--- src/rtl/md5_job_sched.sv ---
// md5_job_sched: round-robin scheduler that shares one md5 core among NUM_REQ requesters.
// Optional WAIT-state watchdog is enabled by defining MD5_JOB_SCHED_WDOG_EN.
module md5_job_sched #(
    parameter int NUM_REQ = 4,
    parameter int ID_W    = 2,
    parameter int TIMEOUT = 1023
) (
    input  logic                    clk,
    input  logic                    rst,
    input  logic [NUM_REQ-1:0]      req,
    output logic [NUM_REQ-1:0]      gnt,
    input  logic [NUM_REQ*32-1:0]   wr_data,
    input  logic [NUM_REQ-1:0]      wr_valid,
    output logic [NUM_REQ-1:0]      wr_ready,
    output logic                    core_load,
    output logic [3:0]              core_addr,
    output logic [31:0]             core_wdata,
    output logic                    core_start,
    input  logic                    core_done,
    input  logic [127:0]            core_digest,
    output logic                    res_valid,
    output logic [ID_W-1:0]         res_id,
    output logic [127:0]            res_digest,
    output logic                    res_err,
    input  logic                    res_ready,
    output logic                    busy
);

    typedef enum logic [2:0] {S_IDLE, S_LOAD, S_START, S_WAIT, S_RESP} state_t;

    state_t              state_q, state_d;
    logic [NUM_REQ-1:0]  gnt_q, gnt_d;
    logic [ID_W-1:0]     res_id_q, res_id_d;
    logic [ID_W-1:0]     ptr_q, ptr_d;
    logic [3:0]          cnt_q, cnt_d;
    logic                res_valid_q, res_valid_d;
    logic [127:0]        res_digest_q, res_digest_d;
    logic                pick_found;
    logic [ID_W-1:0]     pick_id;

    if (ID_W != $clog2(NUM_REQ) || NUM_REQ < 2 || NUM_REQ > 8 || TIMEOUT < 1) begin : g_param_check
        $error("md5_job_sched: illegal NUM_REQ/ID_W/TIMEOUT combination");
    end

`ifdef MD5_JOB_SCHED_WDOG_EN
    localparam int WD_W = $clog2(TIMEOUT + 1);
    logic [WD_W-1:0] wd_q, wd_d;
    logic            res_err_q, res_err_d;
`endif

    // First set request bit at or above the pointer, wrapping around.
    always_comb begin
        pick_found = 1'b0;
        pick_id    = '0;
        for (int unsigned i = 0; i < NUM_REQ; i++) begin
            if (!pick_found && req[ID_W'((32'(ptr_q) + i) % NUM_REQ)]) begin
                pick_found = 1'b1;
                pick_id    = ID_W'((32'(ptr_q) + i) % NUM_REQ);
            end
        end
    end

    always_comb begin
        state_d      = state_q;
        gnt_d        = gnt_q;
        res_id_d     = res_id_q;
        ptr_d        = ptr_q;
        cnt_d        = cnt_q;
        res_valid_d  = res_valid_q;
        res_digest_d = res_digest_q;
        wr_ready     = '0;
        core_load    = 1'b0;
`ifdef MD5_JOB_SCHED_WDOG_EN
        wd_d         = wd_q;
        res_err_d    = res_err_q;
`endif
        case (state_q)
            S_IDLE: begin
                if (pick_found) begin
                    gnt_d          = '0;
                    gnt_d[pick_id] = 1'b1;
                    res_id_d       = pick_id;
                    cnt_d          = '0;
                    state_d        = S_LOAD;
                end
            end
            S_LOAD: begin
                wr_ready  = gnt_q;
                core_load = wr_valid[res_id_q];
                if (core_load) begin
                    cnt_d = cnt_q + 4'd1;
                    if (cnt_q == 4'd15) state_d = S_START;
                end
            end
            S_START: begin
                state_d = S_WAIT;
`ifdef MD5_JOB_SCHED_WDOG_EN
                wd_d    = '0;
`endif
            end
            S_WAIT: begin
                if (core_done) begin
                    res_digest_d = core_digest;
                    res_valid_d  = 1'b1;
                    state_d      = S_RESP;
`ifdef MD5_JOB_SCHED_WDOG_EN
                    res_err_d    = 1'b0;
                end else if (wd_q == WD_W'(TIMEOUT - 1)) begin
                    // Counter would reach TIMEOUT this cycle: give up on the core.
                    res_digest_d = '0;
                    res_valid_d  = 1'b1;
                    res_err_d    = 1'b1;
                    state_d      = S_RESP;
                end else begin
                    wd_d = wd_q + 1'b1;
`endif
                end
            end
            S_RESP: begin
                if (res_ready) begin
                    res_valid_d = 1'b0;
                    gnt_d       = '0;
                    ptr_d       = (res_id_q == ID_W'(NUM_REQ - 1)) ? '0 : res_id_q + 1'b1;
                    state_d     = S_IDLE;
                end
            end
            default: state_d = S_IDLE;
        endcase
    end

    always_ff @(posedge clk) begin
        if (rst) begin
            state_q      <= S_IDLE;
            gnt_q        <= '0;
            res_id_q     <= '0;
            ptr_q        <= '0;
            cnt_q        <= '0;
            res_valid_q  <= 1'b0;
            res_digest_q <= '0;
        end else begin
            state_q      <= state_d;
            gnt_q        <= gnt_d;
            res_id_q     <= res_id_d;
            ptr_q        <= ptr_d;
            cnt_q        <= cnt_d;
            res_valid_q  <= res_valid_d;
            res_digest_q <= res_digest_d;
        end
    end

`ifdef MD5_JOB_SCHED_WDOG_EN
    always_ff @(posedge clk) begin
        if (rst) begin
            wd_q      <= '0;
            res_err_q <= 1'b0;
        end else begin
            wd_q      <= wd_d;
            res_err_q <= res_err_d;
        end
    end

    assign res_err = res_err_q;
`else
    assign res_err = 1'b0;
`endif

    assign gnt        = gnt_q;
    assign core_addr  = cnt_q;
    assign core_wdata = wr_data[{res_id_q, 5'd0} +: 32];
    assign core_start = (state_q == S_START);
    assign res_valid  = res_valid_q;
    assign res_id     = res_id_q;
    assign res_digest = res_digest_q;
    assign busy       = (state_q != S_IDLE);

endmodule

--- config.mk ---
export PLATFORM = sky130hd
export DESIGN_NAME = md5_job_sched
export DESIGN_NICKNAME = d
export VERILOG_FILES = /design/src/rtl/md5_job_sched.sv
export SDC_FILE = /design/constraint.sdc
export NUM_CORES = 1
export LEC_CHECK = 0
export BUFFER_PORTS_ARGS = -buffer_cell sky130_fd_sc_hd__buf_4
export CAP_MARGIN = 20
export CORE_AREA = 2 2 172 174
export DETAILED_ROUTE_END_ITERATION = 7
export DIE_AREA = 0 0 174 176
export GPL_TIMING_DRIVEN = 0
export PLACE_DENSITY_LB_ADDON = 0.12
export RECOVER_POWER = 50
export SYNTH_ARGS = -nofsm -noshare
export SYNTH_HDL_FRONTEND = slang
export SYNTH_SLANG_ARGS = --single-unit
--- constraint.sdc ---
create_clock -name clk -period 1.65 [get_ports clk]
set_input_delay 0.2475 -clock clk [delete_from_list [all_inputs] [get_ports clk]]
set_output_delay 0.2475 -clock clk [all_outputs]
set_load 0.03 [all_outputs]
==> reports/results.md, run 1 <==
### Timing
- Tcrit/Tclk final: 124%
- worst clock skew: 12.5 ps
- Slew @ Worst Pin: 521 ps
- final period demand of the worst path: 2050 ps
- total count of max-transition violations in the final report: 0
- highest attainable clock frequency: 488 MHz
- Sum Neg Setup Slack: -11750 ps
- minimum setup slack in the final design: -400 ps
- unrepaired setup endpoints after global routing: yes
- Setup Viol. Count Final: 37
- max-slew headroom at the worst pin: 65.3%
- Hold Violations, Final: 0

### Routing
- Total Routed Length: 28.5 mm
- 1st-iter DRT viols: 218
- number of nets still failing antenna checks after routing: 0
- average wire length per cell after detail routing: 18.0 µm
- remaining routing DRC violations: 0
- number of iterations in the first detailed-routing pass: 4
- routed via count: 6759
- Vias per Instance: 4.28

### Worst setup path
- crit end category: output pin
- cell with the biggest individual delay on the critical path: mux4_2
- path type of the worst setup path: flip-flop to output pin
- biggest fanout along the worst timing path: 9
- cells along the critical path: buf_12 -> buf_12 -> mux4_2 -> buf_6
- crit path DAT: 1800 ps
- count of buffer and inverter cells on the critical path: 3
- endpoint required time on the critical path: 1400 ps
- library cell appearing most often on the critical path: buf_12
- Worst Setup Start Kind: flip-flop
- delay of the slowest cell on the worst path: 550 ps
- Crit path max-delay family: multiplexers

### Placement
- Detail Placement HPWL: 23.0 mm
- number of port buffers: 445
- routability congestion estimate from global placement: 0.802

### Floorplanning
- die boundary height: 176 µm
- Die X: 174 µm
- IO Count: 447
- die outline area: 0.0306 mm²
- Row Count: 62
- core area: 0.0285 mm²
- effective utilization at floorplan: 21.3%

### Global route
- aggregate global routing overflow: 0
- number of global-route vias before repair: 6733
- wire length of the first global-routing pass: 41.0 mm
- total global-route track usage: 17.8%
- maximum number of pins on one net before global-route repair: 17
- number of antenna violations at the first check in global routing: 2

### Clock network
- clock latency on the worst-skew pair: 430 ps
- CTS clk-pin slew, worst paths: 70 ps
- Clk Tree Root Cell: clkbuf_16
- clk sinks: 144
- TritonCTS clock tree: yes
- clock buffer count from CTS: 17
- CTS HTree Levels: 4
- number of buffers on the longest clock path: 2

### Synthesis
- cell type with the largest total area after synthesis: dfxtp_1
- largest cells by area after synthesis: dfxtp_1, nand2_1, mux4_2
- warning count from the yosys run: 0
- most instantiated cells after synthesis: nand2_1, dfxtp_1, a21oi_1, mux4_2, buf_2
- predominant post-synthesis flop cell: dfxtp_1
- Synth top area share: 47.4%
- Netlist cell types: 48
- post-synthesis sequential element count: 144
- number of enable-type register cells in the synthesized netlist: 0
- mean cell area of the mapped netlist: 8.62 µm²
- Post-Syn Nets: 975
- post-synthesis async set-or-reset flop share: 0%
- area of the mapped netlist: 0.00608 mm²
- sequential cell area fraction in the yosys report: 47.4%
- cell with the most instances after synthesis: nand2_1
- post-synthesis instance total: 705

### Outcome
- failing checks: setup timing
- outcome: finished with violations

### Layout
- Area Growth Syn to Fin: 72.6%
- layout net count: 1452
- layout cells sized above 1: 38.2%

### Min path
- Hold/Removal Path Class: primary input to flip-flop

### Pwr
- maximum VDD drop: 0.577 mV
- cell leakage power: 0.00409 µW
- power density cells: 844 mW/mm²
- Power Total: 8860 µW

### Job
- count of max-cap constraint violations: 0

[per-stage QoR]
stage | utilization, % | hold slack, ps | std cells | instance area (µm²) | worst slack, ps
6_report | 36.7 | 60.3 | 1581 | 10500 | -400
2_1_floorplan | - | 384 | 705 | 6110 | 26.1
3_3_place_gp | 34.8 | 442 | 1534 | 9930 | -781
5_1_grt | 36.7 | 40.5 | 1581 | 10500 | -448
3_5_place_dp | 34.8 | 447 | 1534 | 9930 | -821
4_1_cts | 38.2 | 36.0 | 1577 | 10900 | -427
[worst paths after layout]
check                    end  cells past startpoint       startpoint  slack (ps)
min reg2reg  res_digest[102]                      2  res_digest[102]         450
min           res_digest[20]                      3  core_digest[20]          60
max           core_wdata[23]                      4        res_id[0]        -400
max reg2reg     core_addr[1]                      9        res_id[0]        -170
[area by class of cell]
class                           count  area, µm²
Antenna cell                        2       5.00
Tap cell                          384        480
Multi-Input combinational cell    504       3000
Buffer                             54        379
Inverter                            2       7.51
Clock inverter                     14        163
Timing Repair Buffer              459       3110
Sequential cell                   144       2900
Clock buffer                       18        439
Fill cell                        3100      18100
[layer usage]
layer / vias up / wire, µm / track usage, %
li1: 3350 / - / -
met1: 3110 / 9670 / 17.3
met2: 276 / 15600 / 33.8
met3: 23 / 2660 / 7.43
met4: 0 / 590 / 6.13
met5: - / 0 / 0
[sequential cells by signal, indices dropped and copies added (netlist names)]
signal / flops
core_addr: 4
gnt: 4
ptr_q: 2
res_digest: 128
res_id: 2
res_valid: 1
state_q: 3
[worst reg2reg max path: stages, from the launching register on]
cell and delay, ps:
dfxtp_4 350, buf_12 150, buf_12 140, mux2_4 230, mux2i_4 80, buf_4 140
buf_6 100, buf_4 130, or3_4 330, a21oi_2 110
[layout by cell type (no fill, tap or decap), types with 3 or more instances in the layout]
cell type,count
dfxtp_1,139
clkbuf_16,17
clkbuf_8,5
nand2b_1,5
clkbuf_1,148
buf_4,287
dfxtp_4,4
mux4_2,32
nor2_1,8
o31ai_1,3
buf_6,40
nor2b_1,4
inv_8,5
nor2_2,3
buf_12,5
a21oi_1,133
buf_2,19
nand2_1,264
or3_1,3
clkbuf_2,5
clkbuf_4,4
inv_6,5
[power breakdown]
part	switching, µW	internal (µW)
Combinational	567	776
Clock	1810	2210
Sequential	14.1	3480
[logic make-up after synthesis]
logic type               Yosys count  share of synthesized area (%)
adder cells (fa/ha/maj)            2                          0.412
buffers and inverters             57                           4.36
flip-flops                       144                           47.4
other                              1                         0.0617
multiplexers                      36                           12.6
AO/OA/AOI/OAI                    156                           14.5
AND/OR/NAND/NOR                  309                           20.7
[what timing repair did]
| item | 4_1_cts | 5_1_grt |
|---|---|---|
| buffers inserted | 10 | 4 |
| gates cloned | 1 | 0 |
| hold buffers | 0 | 0 |
| pin swaps | 3 | 11 |
| gates resized for setup | 74 | 23 |
| setup endpoints to repair | 160 | 157 |
Note: power is estimated with default switching activity, not from simulation.
==> run 2, diff against run 1 <==
Settings changed: BUFFER_PORTS_ARGS -buffer_cell sky130_fd_sc_hd__buf_4 to -buffer_cell sky130_fd_sc_hd__buf_2.
==> run 2 against run 1 <==
Net effect:
- the run still ends with setup timing left
- combinational power is 15% lower
- power fell by 3.6%
- sequential power is essentially flat
- first-iteration DRC count rose by 22%
- clock power decreased by 3%
- critical path depth stayed put
- flip-flop and latch count unchanged
- clock skew shrank 4.0 ps
- final cell count fell by 0.32%
- global-route usage decreased by 0.34 points
- setup slack got worse by 7.5 ps
- sequential share of layout area grew 2.2 points
- critical path type unchanged
- largest power group unchanged
==> reports/results.md, run 2 (synthesized netlist as in run 1, its figures left out) <==
### Worst setup path
- capturing point of the worst reg2reg path: res_digest[29]
- delay of the slowest cell on the worst path: 570 ps
- crit end category: output pin
- path depth of the worst reg2reg path: 6
- library cell appearing most often on the critical path: buf_12
- CP startpoint: res_id[0]
- Crit path max-delay family: multiplexers
- Worst Setup Start Kind: flip-flop
- cell with the biggest individual delay on the critical path: mux4_2
- FF-to-FF setup slack: -30 ps
- path type of the worst setup path: flip-flop to output pin
- endpoint of the worst setup timing path: core_wdata[29]
- count of cell instances traversed by the critical path: 4
- biggest fanout along the worst timing path: 8
- startpoint of the worst register-to-register path: state_q[1]
- endpoint required time on the critical path: 1400 ps
- count of buffer and inverter cells on the critical path: 3
- cells along the critical path: buf_12 -> buf_12 -> mux4_2 -> buf_6
- crit path DAT: 1810 ps

### Routing
- number of iterations in the first detailed-routing pass: 6
- number of nets still failing antenna checks after routing: 0
- average wire length per cell after detail routing: 17.7 µm
- Total Routed Length: 28.0 mm
- remaining routing DRC violations: 0
- routed via count: 6764
- 1st-iter DRT viols: 267
- Vias per Instance: 4.29

### Placement
- Detail Placement HPWL: 22.5 mm
- routability congestion estimate from global placement: 0.857
- Cell Count Post-Placement: 1534
- number of port buffers: 445

### Floorplanning
- core area: 0.0285 mm²
- Row Count: 62
- IO Count: 447
- die outline area: 0.0306 mm²
- Die X: 174 µm
- effective utilization at floorplan: 21.3%
- die boundary height: 176 µm

### Layout
- number of standard cells in the final layout excluding fillers: 1576
- layout net count: 1447
- layout cells sized above 1: 37.7%
- commonest non-fill, non-tap cell in the layout: buf_2
- most frequent cells in the layout: buf_2, nand2_1, clkbuf_1, dfxtp_1, a21oi_1
- Area Growth Syn to Fin: 59.6%
- Largest register FFs: 128

### Timing
- unrepaired setup endpoints after global routing: yes
- worst clock skew: 8.52 ps
- Tcrit/Tclk final: 125%
- final period demand of the worst path: 2060 ps
- Hold Violations, Final: 0
- total count of max-transition violations in the final report: 0
- Sum Neg Setup Slack: -12310 ps
- max-slew headroom at the worst pin: 64.7%
- Slew @ Worst Pin: 529 ps
- Setup Viol. Count Final: 89
- highest attainable clock frequency: 486 MHz
- minimum setup slack in the final design: -407 ps

### Global route
- maximum number of pins on one net before global-route repair: 17
- aggregate global routing overflow: 0
- wire length of the first global-routing pass: 40.3 mm
- total global-route track usage: 17.4%
- number of global-route vias before repair: 6738
- number of antenna violations at the first check in global routing: 7

### Pwr
- maximum VDD drop: 0.567 mV
- cell leakage power: 0.00380 µW
- power density cells: 880 mW/mm²

### Clock network
- Clk Tree Root Cell: clkbuf_16
- clock buffer count from CTS: 17
- CTS Hold Buffers Added: 0
- CTS HTree Levels: 4
- CTS clk-pin slew, worst paths: 70 ps
- clock latency on the worst-skew pair: 420 ps
- number of buffers on the longest clock path: 2
- clk sinks: 144
- TritonCTS clock tree: yes

### Min path
- HP Start: core_digest[10]
- Hold/Removal Path Class: primary input to flip-flop

### Outcome
- outcome: finished with violations
- failing checks: setup timing

### Job
- count of max-cap constraint violations: 0

[run 2: cell types whose count changed in the layout (fill, tap and decap cells not counted), moves of 2 or more]
cell / before / now
inv_8: 5 / 1
clkbuf_8: 5 / 2
and3_1: 2 / 0
buf_4: 287 / 13
clkinvlp_4: 1 / 3
and3_4: 2 / 4
clkinv_2: 0 / 2
clkbuf_4: 4 / 6
buf_2: 19 / 291
buf_6: 40 / 37
[run 2: layer usage]
metal / up-vias / wire length (µm) / global-route usage [%]
li1: 3344 / - / -
met3: 37 / 2220 / 5.96
met2: 286 / 14900 / 33.2
met4: 6 / 797 / 6.90
met5: - / 39 / 0
met1: 3091 / 10000 / 17.4
[run 2: through the flow]
step	setup WS [ps]	power [µW]	area [µm²]	hold slack (ps)	util, %
after floorplan	26.1	4050	6110	384	-
after global placement	-833	4570	8810	439	30.9
after detailed placement	-904	4570	8810	443	30.9
after CTS	-446	8700	9800	30.4	34.3
after global routing	-455	8870	9700	41.6	34.0
final	-407	8540	9700	56.8	34.0
[run 2: timing repair]
| action | in CTS | in global routing |
|---|---|---|
| setup buffers | 6 | 1 |
| pin swaps | 1 | 1 |
| resized for setup | 106 | 21 |
| gates cloned | 1 | 0 |
| endpoints found under the setup margin | 159 | 120 |
[run 2: worst min-delay path, cell delays in order]
cell and delay [ps]:
buf_2 90, nand2_1 40, a21oi_1 50
[run 2: where the power goes]
group / internal (µW) / switching (µW) / leakage [µW]
sequential: 3480 / 13.8 / 0.00116
combinational: 574 / 566 / 0.00236
clock: 2250 / 1650 / 0.000279
[run 2: worst min path at each step]
stage                          end  slack, ps  cells after the start
finish              res_digest[10]         60                      3
global route         res_digest[8]         40                      3
CTS                 res_digest[10]         30                      3
detailed placement  res_digest[51]        440                      2
global placement    res_digest[65]        440                      2
floorplan           res_digest[44]        380                      2
[run 2: area by class of cell]
class                           instances  area, µm²
Antenna cell                            3       7.51
Buffer                                 55        374
Clock buffer                           17        425
Clock inverter                         14        156
Fill cell                            3170      18800
Inverter                                2       7.51
Multi-Input combinational cell        504       2990
Sequential cell                       144       2900
Tap cell                              384        480
Timing Repair Buffer                  453       2360
